`src/rtl/idelay_scan_if.sv`:
```
// Signal bundle between the PHY training FSM / IDELAY lane and the read-capture scan controller.
interface idelay_scan_if #(
    parameter int TAP_WIDTH = 5
);
    // start is a one-cycle request accepted only when busy=0 and no done pulse is present;
    // done is a one-cycle completion pulse and the results are valid from that cycle on.
    logic                 start;
    logic [3:0]           pattern;
    logic [3:0]           dout;
    logic [TAP_WIDTH-1:0] dly_tap;
    logic                 dly_ld;
    logic                 busy;
    logic                 done;
    logic                 fail;
    logic [TAP_WIDTH-1:0] win_first;
    logic [TAP_WIDTH:0]   win_len;
    logic [2:0]           fsm_state;

    modport master (
        output start, pattern, dout,
        input  dly_tap, dly_ld, busy, done, fail, win_first, win_len, fsm_state
    );

    modport slave (
        input  start, pattern, dout,
        output dly_tap, dly_ld, busy, done, fail, win_first, win_len, fsm_state
    );
endinterface

```
`src/rtl/idelay_scan_ctrl.sv`:
```
// IDELAY tap sweep for one DQ lane: scores each tap against a training pattern and
// loads the centre of the longest contiguous passing window.
module idelay_scan_ctrl #(
    parameter int TAP_WIDTH     = 5,
    parameter int SETTLE_CYCLES = 8,
    parameter int SAMPLE_CYCLES = 16,
    parameter int ERR_LIMIT     = 0
) (
    input  logic clk,
    input  logic rst_n,
    idelay_scan_if.slave bus
);
    localparam int CNT_MAX = (SETTLE_CYCLES > SAMPLE_CYCLES) ? SETTLE_CYCLES : SAMPLE_CYCLES;
    localparam int CNT_W   = $clog2(CNT_MAX + 1);
    localparam int ERR_W   = $clog2(SAMPLE_CYCLES + 1);

    localparam logic [CNT_W-1:0]     SETTLE_LAST = CNT_W'(SETTLE_CYCLES - 1);
    localparam logic [CNT_W-1:0]     SAMPLE_LAST = CNT_W'(SAMPLE_CYCLES - 1);
    localparam logic [CNT_W-1:0]     FINAL_LAST  = CNT_W'(SETTLE_CYCLES);
    localparam logic [TAP_WIDTH-1:0] TAP_MAX     = '1;

    typedef enum logic [2:0] {
        S_IDLE, S_LOAD, S_SETTLE, S_SAMPLE, S_EVAL, S_CENTER, S_FINAL, S_DONE
    } state_t;

    state_t               state;
    logic [CNT_W-1:0]     cnt;
    logic [ERR_W-1:0]     err_cnt;
    logic [TAP_WIDTH-1:0] tap;
    logic [TAP_WIDTH-1:0] run_first;
    logic [TAP_WIDTH:0]   run_len;
    logic [TAP_WIDTH-1:0] best_first;
    logic [TAP_WIDTH:0]   best_len;
    logic [TAP_WIDTH-1:0] dly_tap_q;
    logic                 dly_ld_q;
    logic                 busy_q;
    logic                 done_q;
    logic                 fail_q;
    logic [TAP_WIDTH-1:0] win_first_q;
    logic [TAP_WIDTH:0]   win_len_q;

    logic                 pass;
    logic [TAP_WIDTH-1:0] cand_first;
    logic [TAP_WIDTH:0]   cand_len;
    logic [TAP_WIDTH:0]   half_len;
    logic [TAP_WIDTH-1:0] center_tap;

    // Candidate run includes the tap under evaluation; a fresh run starts at this tap.
    always_comb begin
        pass       = ($unsigned(32'(err_cnt)) <= $unsigned(32'(ERR_LIMIT)));
        cand_first = (run_len == '0) ? tap : run_first;
        cand_len   = run_len + 1'b1;
        half_len   = (best_len - 1'b1) >> 1;
        center_tap = best_first + half_len[TAP_WIDTH-1:0];
    end

    always_ff @(posedge clk or negedge rst_n) begin
        if (!rst_n) begin
            state       <= S_IDLE;
            cnt         <= '0;
            err_cnt     <= '0;
            tap         <= '0;
            run_first   <= '0;
            run_len     <= '0;
            best_first  <= '0;
            best_len    <= '0;
            dly_tap_q   <= '0;
            dly_ld_q    <= 1'b0;
            busy_q      <= 1'b0;
            done_q      <= 1'b0;
            fail_q      <= 1'b0;
            win_first_q <= '0;
            win_len_q   <= '0;
        end else begin
            dly_ld_q <= 1'b0;
            done_q   <= 1'b0;
            case (state)
                S_IDLE: begin
                    if (bus.start) begin
                        tap        <= '0;
                        run_first  <= '0;
                        run_len    <= '0;
                        best_first <= '0;
                        best_len   <= '0;
                        err_cnt    <= '0;
                        cnt        <= '0;
                        fail_q     <= 1'b0;
                        busy_q     <= 1'b1;
                        dly_tap_q  <= '0;
                        dly_ld_q   <= 1'b1;
                        state      <= S_LOAD;
                    end
                end
                S_LOAD: begin
                    cnt   <= '0;
                    state <= S_SETTLE;
                end
                S_SETTLE: begin
                    if (cnt == SETTLE_LAST) begin
                        cnt   <= '0;
                        state <= S_SAMPLE;
                    end else begin
                        cnt <= cnt + 1'b1;
                    end
                end
                S_SAMPLE: begin
                    if ((bus.dout != bus.pattern) && (err_cnt != '1))
                        err_cnt <= err_cnt + 1'b1;
                    if (cnt == SAMPLE_LAST) begin
                        cnt   <= '0;
                        state <= S_EVAL;
                    end else begin
                        cnt <= cnt + 1'b1;
                    end
                end
                S_EVAL: begin
                    if (pass) begin
                        run_first <= cand_first;
                        run_len   <= cand_len;
                        // Strictly longer only, so the earliest of equal windows is kept.
                        if (cand_len > best_len) begin
                            best_first <= cand_first;
                            best_len   <= cand_len;
                        end
                    end else begin
                        run_len <= '0;
                    end
                    err_cnt <= '0;
                    if (tap == TAP_MAX) begin
                        state <= S_CENTER;
                    end else begin
                        tap       <= tap + 1'b1;
                        dly_tap_q <= tap + 1'b1;
                        dly_ld_q  <= 1'b1;
                        state     <= S_LOAD;
                    end
                end
                S_CENTER: begin
                    win_first_q <= best_first;
                    win_len_q   <= best_len;
                    if (best_len != '0) begin
                        tap       <= center_tap;
                        dly_tap_q <= center_tap;
                    end else begin
                        tap       <= '0;
                        dly_tap_q <= '0;
                        fail_q    <= 1'b1;
                    end
                    dly_ld_q <= 1'b1;
                    cnt      <= '0;
                    state    <= S_FINAL;
                end
                S_FINAL: begin
                    // Load cycle (cnt=0) followed by the settle interval.
                    if (cnt == FINAL_LAST) begin
                        busy_q <= 1'b0;
                        done_q <= 1'b1;
                        state  <= S_DONE;
                    end else begin
                        cnt <= cnt + 1'b1;
                    end
                end
                S_DONE: begin
                    state <= S_IDLE;
                end
                default: begin
                    state <= S_IDLE;
                end
            endcase
        end
    end

    assign bus.dly_tap   = dly_tap_q;
    assign bus.dly_ld    = dly_ld_q;
    assign bus.busy      = busy_q;
    assign bus.done      = done_q;
    assign bus.fail      = fail_q;
    assign bus.win_first = win_first_q;
    assign bus.win_len   = win_len_q;
    assign bus.fsm_state = state;
endmodule

```
`src/flat_wrapper.sv`:
```
// flat-port wrapper written by rule: the top's interface ports become plain ports
module idelay_scan_ctrl_flat 
#(
    parameter int TAP_WIDTH     = 5,
    parameter int SETTLE_CYCLES = 8,
    parameter int SAMPLE_CYCLES = 16,
    parameter int ERR_LIMIT     = 0
)
  (clk, rst_n, bus_start, bus_pattern, bus_dout, bus_dly_tap, bus_dly_ld, bus_busy, bus_done, bus_fail, bus_win_first, bus_win_len, bus_fsm_state);
  idelay_scan_if #(.TAP_WIDTH(TAP_WIDTH)) bus_i ();
  input  logic clk;
  input  logic rst_n;
  input wire logic [$bits(bus_i.start)-1:0] bus_start;
  input wire logic [$bits(bus_i.pattern)-1:0] bus_pattern;
  input wire logic [$bits(bus_i.dout)-1:0] bus_dout;
  output wire logic [$bits(bus_i.dly_tap)-1:0] bus_dly_tap;
  output wire logic [$bits(bus_i.dly_ld)-1:0] bus_dly_ld;
  output wire logic [$bits(bus_i.busy)-1:0] bus_busy;
  output wire logic [$bits(bus_i.done)-1:0] bus_done;
  output wire logic [$bits(bus_i.fail)-1:0] bus_fail;
  output wire logic [$bits(bus_i.win_first)-1:0] bus_win_first;
  output wire logic [$bits(bus_i.win_len)-1:0] bus_win_len;
  output wire logic [$bits(bus_i.fsm_state)-1:0] bus_fsm_state;
  assign bus_i.start = bus_start;
  assign bus_i.pattern = bus_pattern;
  assign bus_i.dout = bus_dout;
  assign bus_dly_tap = bus_i.dly_tap;
  assign bus_dly_ld = bus_i.dly_ld;
  assign bus_busy = bus_i.busy;
  assign bus_done = bus_i.done;
  assign bus_fail = bus_i.fail;
  assign bus_win_first = bus_i.win_first;
  assign bus_win_len = bus_i.win_len;
  assign bus_fsm_state = bus_i.fsm_state;
  idelay_scan_ctrl #(.TAP_WIDTH(TAP_WIDTH), .SETTLE_CYCLES(SETTLE_CYCLES), .SAMPLE_CYCLES(SAMPLE_CYCLES), .ERR_LIMIT(ERR_LIMIT)) u_core (.clk(clk), .rst_n(rst_n), .bus(bus_i));
endmodule
```
`config.mk`:
```
export PLATFORM = sky130hd
export DESIGN_NAME = idelay_scan_ctrl_flat
export DESIGN_NICKNAME = d
export VERILOG_FILES = /design/src/rtl/idelay_scan_if.sv /design/src/rtl/idelay_scan_ctrl.sv /design/src/flat_wrapper.sv
export SDC_FILE = /design/constraint.sdc
export NUM_CORES = 1
export LEC_CHECK = 0
export CAP_MARGIN = 20
export CELL_PAD_IN_SITES_DETAIL_PLACEMENT = 0
export CELL_PAD_IN_SITES_GLOBAL_PLACEMENT = 2
export CORE_MARGIN = 5
export CORE_UTILIZATION = 30
export CTS_BUF_LIST = sky130_fd_sc_hd__clkbuf_4
export DETAILED_ROUTE_END_ITERATION = 12
export PLACE_DENSITY = 0.68
export SETUP_SLACK_MARGIN = 0.05
export SKIP_CTS_REPAIR_TIMING = 1
export SLEW_MARGIN = 40
export SYNTH_ARGS = -nofsm -noshare
export SYNTH_HDL_FRONTEND = slang
export SYNTH_SLANG_ARGS = --single-unit
export TNS_END_PERCENT = 50
```
`constraint.sdc`:
```
create_clock -name clk -period 4.5 [get_ports clk]
set_input_delay 0.675 -clock clk [delete_from_list [all_inputs] [get_ports clk]]
set_output_delay 0.675 -clock clk [all_outputs]
set_load 0.02 [all_outputs]
```
After elaboration in Yosys (flattened, before gate mapping)
Cells that the tools add are included.
Widths: inputs -> output; s select.
Operators by class
  $add $sub $neg: 6
  magnitude comparators: 2
  equal/unequal tests: 23
  muxes and demuxes: 39
  reduce and logical (&&, ||, !) cells: 20
Operator list (number)
  $mux 5: 11
  $pmux 5 s3: 2
  $pmux 5 s5: 1
  $mux 6: 4
  $pmux 3 s8: 1
  $pmux 6 s2: 2
  $pmux 5 s2: 2
  $reduce_and 3->1: 6
  $add 5x1->5 const B: 3
  $mux 3: 5
  $eq 3x3->1 const B: 4
  $ne 2x1->1 const B: 6
  $eq 5x4->1 const B: 2
  $mux 1: 8
  $ne 2x2->1 const B: 4
  $reduce_and 4->1: 2
  $add 6x1->6 const B: 1
  $eq 3x2->1 const B: 2
  $gt 6x6->1: 1
  $logic_not 6->1: 1
  $reduce_bool 2->1: 3
  $reduce_bool 3->1: 2
  $reduce_bool 6->1: 1
  $sub 6x1->6 const B: 1
  other kinds (14): 15
Word-level totals
  flip-flop bits (word level): 55
  input bits: 11
  output and inout bits: 23
  word-level logic and storage cells: 104

Depth between registers and ports, before layout
  depth in word-level cells: 5
  depth in mapped cells: 11
  mapped depth without buffers: 11

Worst setup path before layout
OpenSTA, ideal clock, no wires.
  path type: flip-flop to flip-flop
  start point: register u_core.run_len[0]
  end point: register u_core.best_first[0]
  library setup time: 125 ps
  data arrival time: 2223 ps
  required time: 4375 ps
  slack: 2152 ps
  stages on the path, launching flop included: 10
  buffers on the path: 0
  clock period less this slack: 2348 ps
  cell sequence: dfrtp_1 ha_1 nand3_1 xnor2_1 ha_1 and4_1 o21ai_0 o211ai_1 a31oi_4 mux2_2
On the way
  longest elaborated chain between the ends: 5
  elaborated cells on any way between the ends: 9
  classes of those cells: add/sub: 1; order compare: 1; eq/ne: 1; mux: 4; reduce/logical: 2
Ends and longest elaborated chain
  start, declared: line idelay_scan_ctrl.sv:31  | logic [TAP_WIDTH:0] run_len;
  start signal, assigned: line idelay_scan_ctrl.sv:119  | run_len <= cand_len;
  parallel branches: the longest is 5 deep, another holds $add 6x1->6
  end signal, assigned: line idelay_scan_ctrl.sv:122  | best_first <= cand_first;
  end, declared: line idelay_scan_ctrl.sv:32  | logic [TAP_WIDTH-1:0] best_first;
Parallel ways; which one is timed is not known. The select of a mux whose other input is x is not followed.
A chain may end at the register's enable or synchronous reset.

Final worst setup path
Ends and elaborated chain as after synthesis.

==> results.sh <==
export IMPL_htreeDepth=2
export IMPL_synth_seq_area_share_pct=42.7
export IMPL_pwr_share_comb_pct=25.5
export IMPL_switching_share_pct=31.3
export IMPL_p_int_uw=780
export IMPL_arrival_ns=2.88
export IMPL_netlist_cell_type_count=52
export IMPL_drtIter0Drc=77
export IMPL_end_kind="flop"
export IMPL_start_util_pct=30.9
export IMPL_track_usage_pct=11.5
export IMPL_p_sw_uw=355
export IMPL_syn_nets=352
export IMPL_clk_latency_ns=0.38
export IMPL_crit_path_start_kind="flop"
export IMPL_drc=0
export IMPL_slew_headroom_pct=48.3
export IMPL_slew_viol_final=0
export IMPL_finish_utilization_pct=36.0
export IMPL_routabilityCongestion=0.815
export IMPL_yosys_area_top_type_share_pct=42.7
export IMPL_hold_class="in -> async"
export IMPL_clock_fmax_mhz=384
export IMPL_area_growth_pct=16.5
export IMPL_die_h_um=114
export IMPL_portBuffers=33
export IMPL_post_route_period_util_pct=57.9
export IMPL_p_per_area_mw_per_mm2=302
export IMPL_p_leak_uw=0.00170
export IMPL_setup_violations=0
export IMPL_ioPinCount=34
export IMPL_dp_slack_ns=1.91
export IMPL_dr_pass1_iters=4
export IMPL_antenna_found_initial=0
export IMPL_status="finished, final reports clean"
export IMPL_min_period_ns=2.61
export IMPL_coreArea_mm2=0.0104
export IMPL_vias=2338
export IMPL_overflow=0
export IMPL_die_x_um=114
export IMPL_worst_clock_skew_ns=0.00819
export IMPL_rows=37
export IMPL_synth_area_leader_cell="dfrtp_1"
export IMPL_routedWlPerCell_um=14.8
export IMPL_place_area_mm2=0.00368
export IMPL_syn_instance_count=317
export IMPL_clk_root_buffer_cell="clkbuf_4"
export IMPL_grt_max_degree=56
export IMPL_drtAntennaViolNets=0
export IMPL_cts_tree="built"
export IMPL_antennaDiodeCount=0
export IMPL_power_frac_seq_pct=50.1
export IMPL_required_ns=4.78
export IMPL_r2r_setup_slack_ns=1.89
export IMPL_dieArea_mm2=0.0129
export IMPL_synth_edf_count=0
export IMPL_syn_area_mm2=0.00322
export IMPL_ys_warn_count=0
export IMPL_synthArstFlopShare_pct=100
export IMPL_p_clk_share_pct=24.4
export IMPL_rsz0062_at_grt="no"
export IMPL_clock_sinks=55
export IMPL_grt_pass1_vias=2378
export IMPL_design_area_mm2=0.00375
export IMPL_dp_hpwl_um=5410
export IMPL_max_slew_worst_pin_slew_ns=0.773
export IMPL_synth_main_ff_cell="dfrtp_1"
export IMPL_fin_nets=386
export IMPL_path_class="reg -> reg"
export IMPL_clock_tree_buffer_depth=2
export IMPL_max_cap_violations=0
export IMPL_cts_made_buffers=5
export IMPL_clk_transition_reported_paths_ns=0.17
export IMPL_max_vdd_ir_drop_v=0.000156
export IMPL_setup_slack_ns=1.89
export IMPL_critical_path_max_fanout=7
export IMPL_drt_total_wl_um=7230
export IMPL_drive_gt1_share_pct=10.8
export IMPL_tns_ns=0
export IMPL_synth_area_per_cell_um2=10.2
export IMPL_hold_violations=0
export IMPL_ys_ff_latch=55
export IMPL_via_per_inst=4.79
export IMPL_ys_top_cells_by_area="dfrtp_1 43%, ha_1 8.9%, mux2_2 5.2%"
export IMPL_grt_pass1_wl_um=12100
## stage by stage
step                      instances  hold slack [ns]  total power (uW)
final                           488            0.406              1130
after detailed placement        480            0.471               874
after floorplan                 317            0.379               784
after global routing            488            0.468              1210
after CTS                       488            0.436              1160
after global placement          480            0.465               872
## flip-flops by register name (all words and copies together) (netlist names)
register / count
u_core.run_first: 5
u_core.tap: 5
u_core.err_cnt: 5
u_core.bus.win_len: 6
u_core.best_first: 5
u_core.bus.busy: 1
u_core.bus.done: 1
u_core.cnt: 5
u_core.bus.fsm_state: 3
u_core.bus.dly_ld: 1
u_core.best_len: 6
u_core.bus.fail: 1
u_core.bus.win_first: 5
u_core.run_len: 6
## layer usage
| layer | global-route usage (%) | wire [um] | up-vias |
|---|---|---|---|
| met5 | 0 | 0 | - |
| met4 | 2.40 | 66 | 0 |
| met3 | 2.23 | 217 | 5 |
| met2 | 19.0 | 3320 | 35 |
| met1 | 15.6 | 3630 | 1128 |
| li1 | - | - | 1170 |
## final timing paths
check | start | endpoint | cells past startpoint
min in group clk | u_core.bus.win_len[4] | u_core.bus.win_len[4] | 2
worst min register to register | u_core.bus.win_len[4] | u_core.bus.win_len[4] | 2
worst max register to register | u_core.run_len[0] | u_core.best_first[0] | 9
worst min-delay path | rst_n | u_core.tap[1] | 2
worst max-delay path | u_core.run_len[0] | u_core.best_first[0] | 9
max in group asynchronous | rst_n | u_core.run_len[2] | 2
## placed cells by master (no fill, tap or decap), types with 4 or more instances in the layout
master / count
dfrtp_1: 55
nand2_1: 40
clkdlybuf4s50_1: 32
o21ai_0: 27
inv_1: 23
ha_1: 23
nor2_1: 17
mux2_2: 15
mux2i_1: 13
xnor2_1: 12
a21oi_1: 10
nand3_1: 9
a22o_1: 6
xor2_1: 5
clkbuf_4: 5
and3_1: 4
## power by group through the flow
stage	sequential, uW	combinational (uW)	clock (uW)
CTS	567	299	291
detailed placement	576	298	0
floorplan	569	215	0
global route	574	331	306
finish	568	290	277
global placement	576	296	0
## layout make-up
cell class                      count  area [um^2]
Clock buffer                        5         37.5
Clock inverter                      3         38.8
Fill cell                        1056         6660
Timing Repair Buffer               35          340
Inverter                           23         86.3
Sequential cell                    55         1380
Tap cell                          136          170
Multi-Input combinational cell    231         1710
## cells in the mapped netlist (3+ instances only)
cell,n
dfrtp_1,55
nor2b_1,3
nand3_1,9
mux2i_1,13
nand2_1,40
xnor2_1,12
ha_1,23
and3_1,4
nor2_1,17
o21ai_1,3
a21oi_1,10
o21ai_0,27
xor2_1,5
inv_1,23
mux2_2,15
a22o_1,6
## cell families after synthesis
family | after synthesis | synth area share, %
AO/OA/AOI/OAI | 61 | 12.7
XOR/XNOR | 17 | 4.62
adder cells (fa/ha/maj) | 24 | 9.55
buffers and inverters | 31 | 4.39
flip-flops | 55 | 42.7
multiplexers | 28 | 9.28
AND/OR/NAND/NOR | 101 | 16.8
## worst max-delay path, stage by stage, from the launching register on
cell,delay [ns]
dfrtp_1,0.48
ha_1,0.26
nand3_1,0.11
xnor2_1,0.27
ha_1,0.30
and4_1,0.18
o21ai_0,0.08
o211ai_1,0.17
a31oi_4,0.30
mux2_2,0.37
No activity file was read; power rests on OpenSTA's default activity.
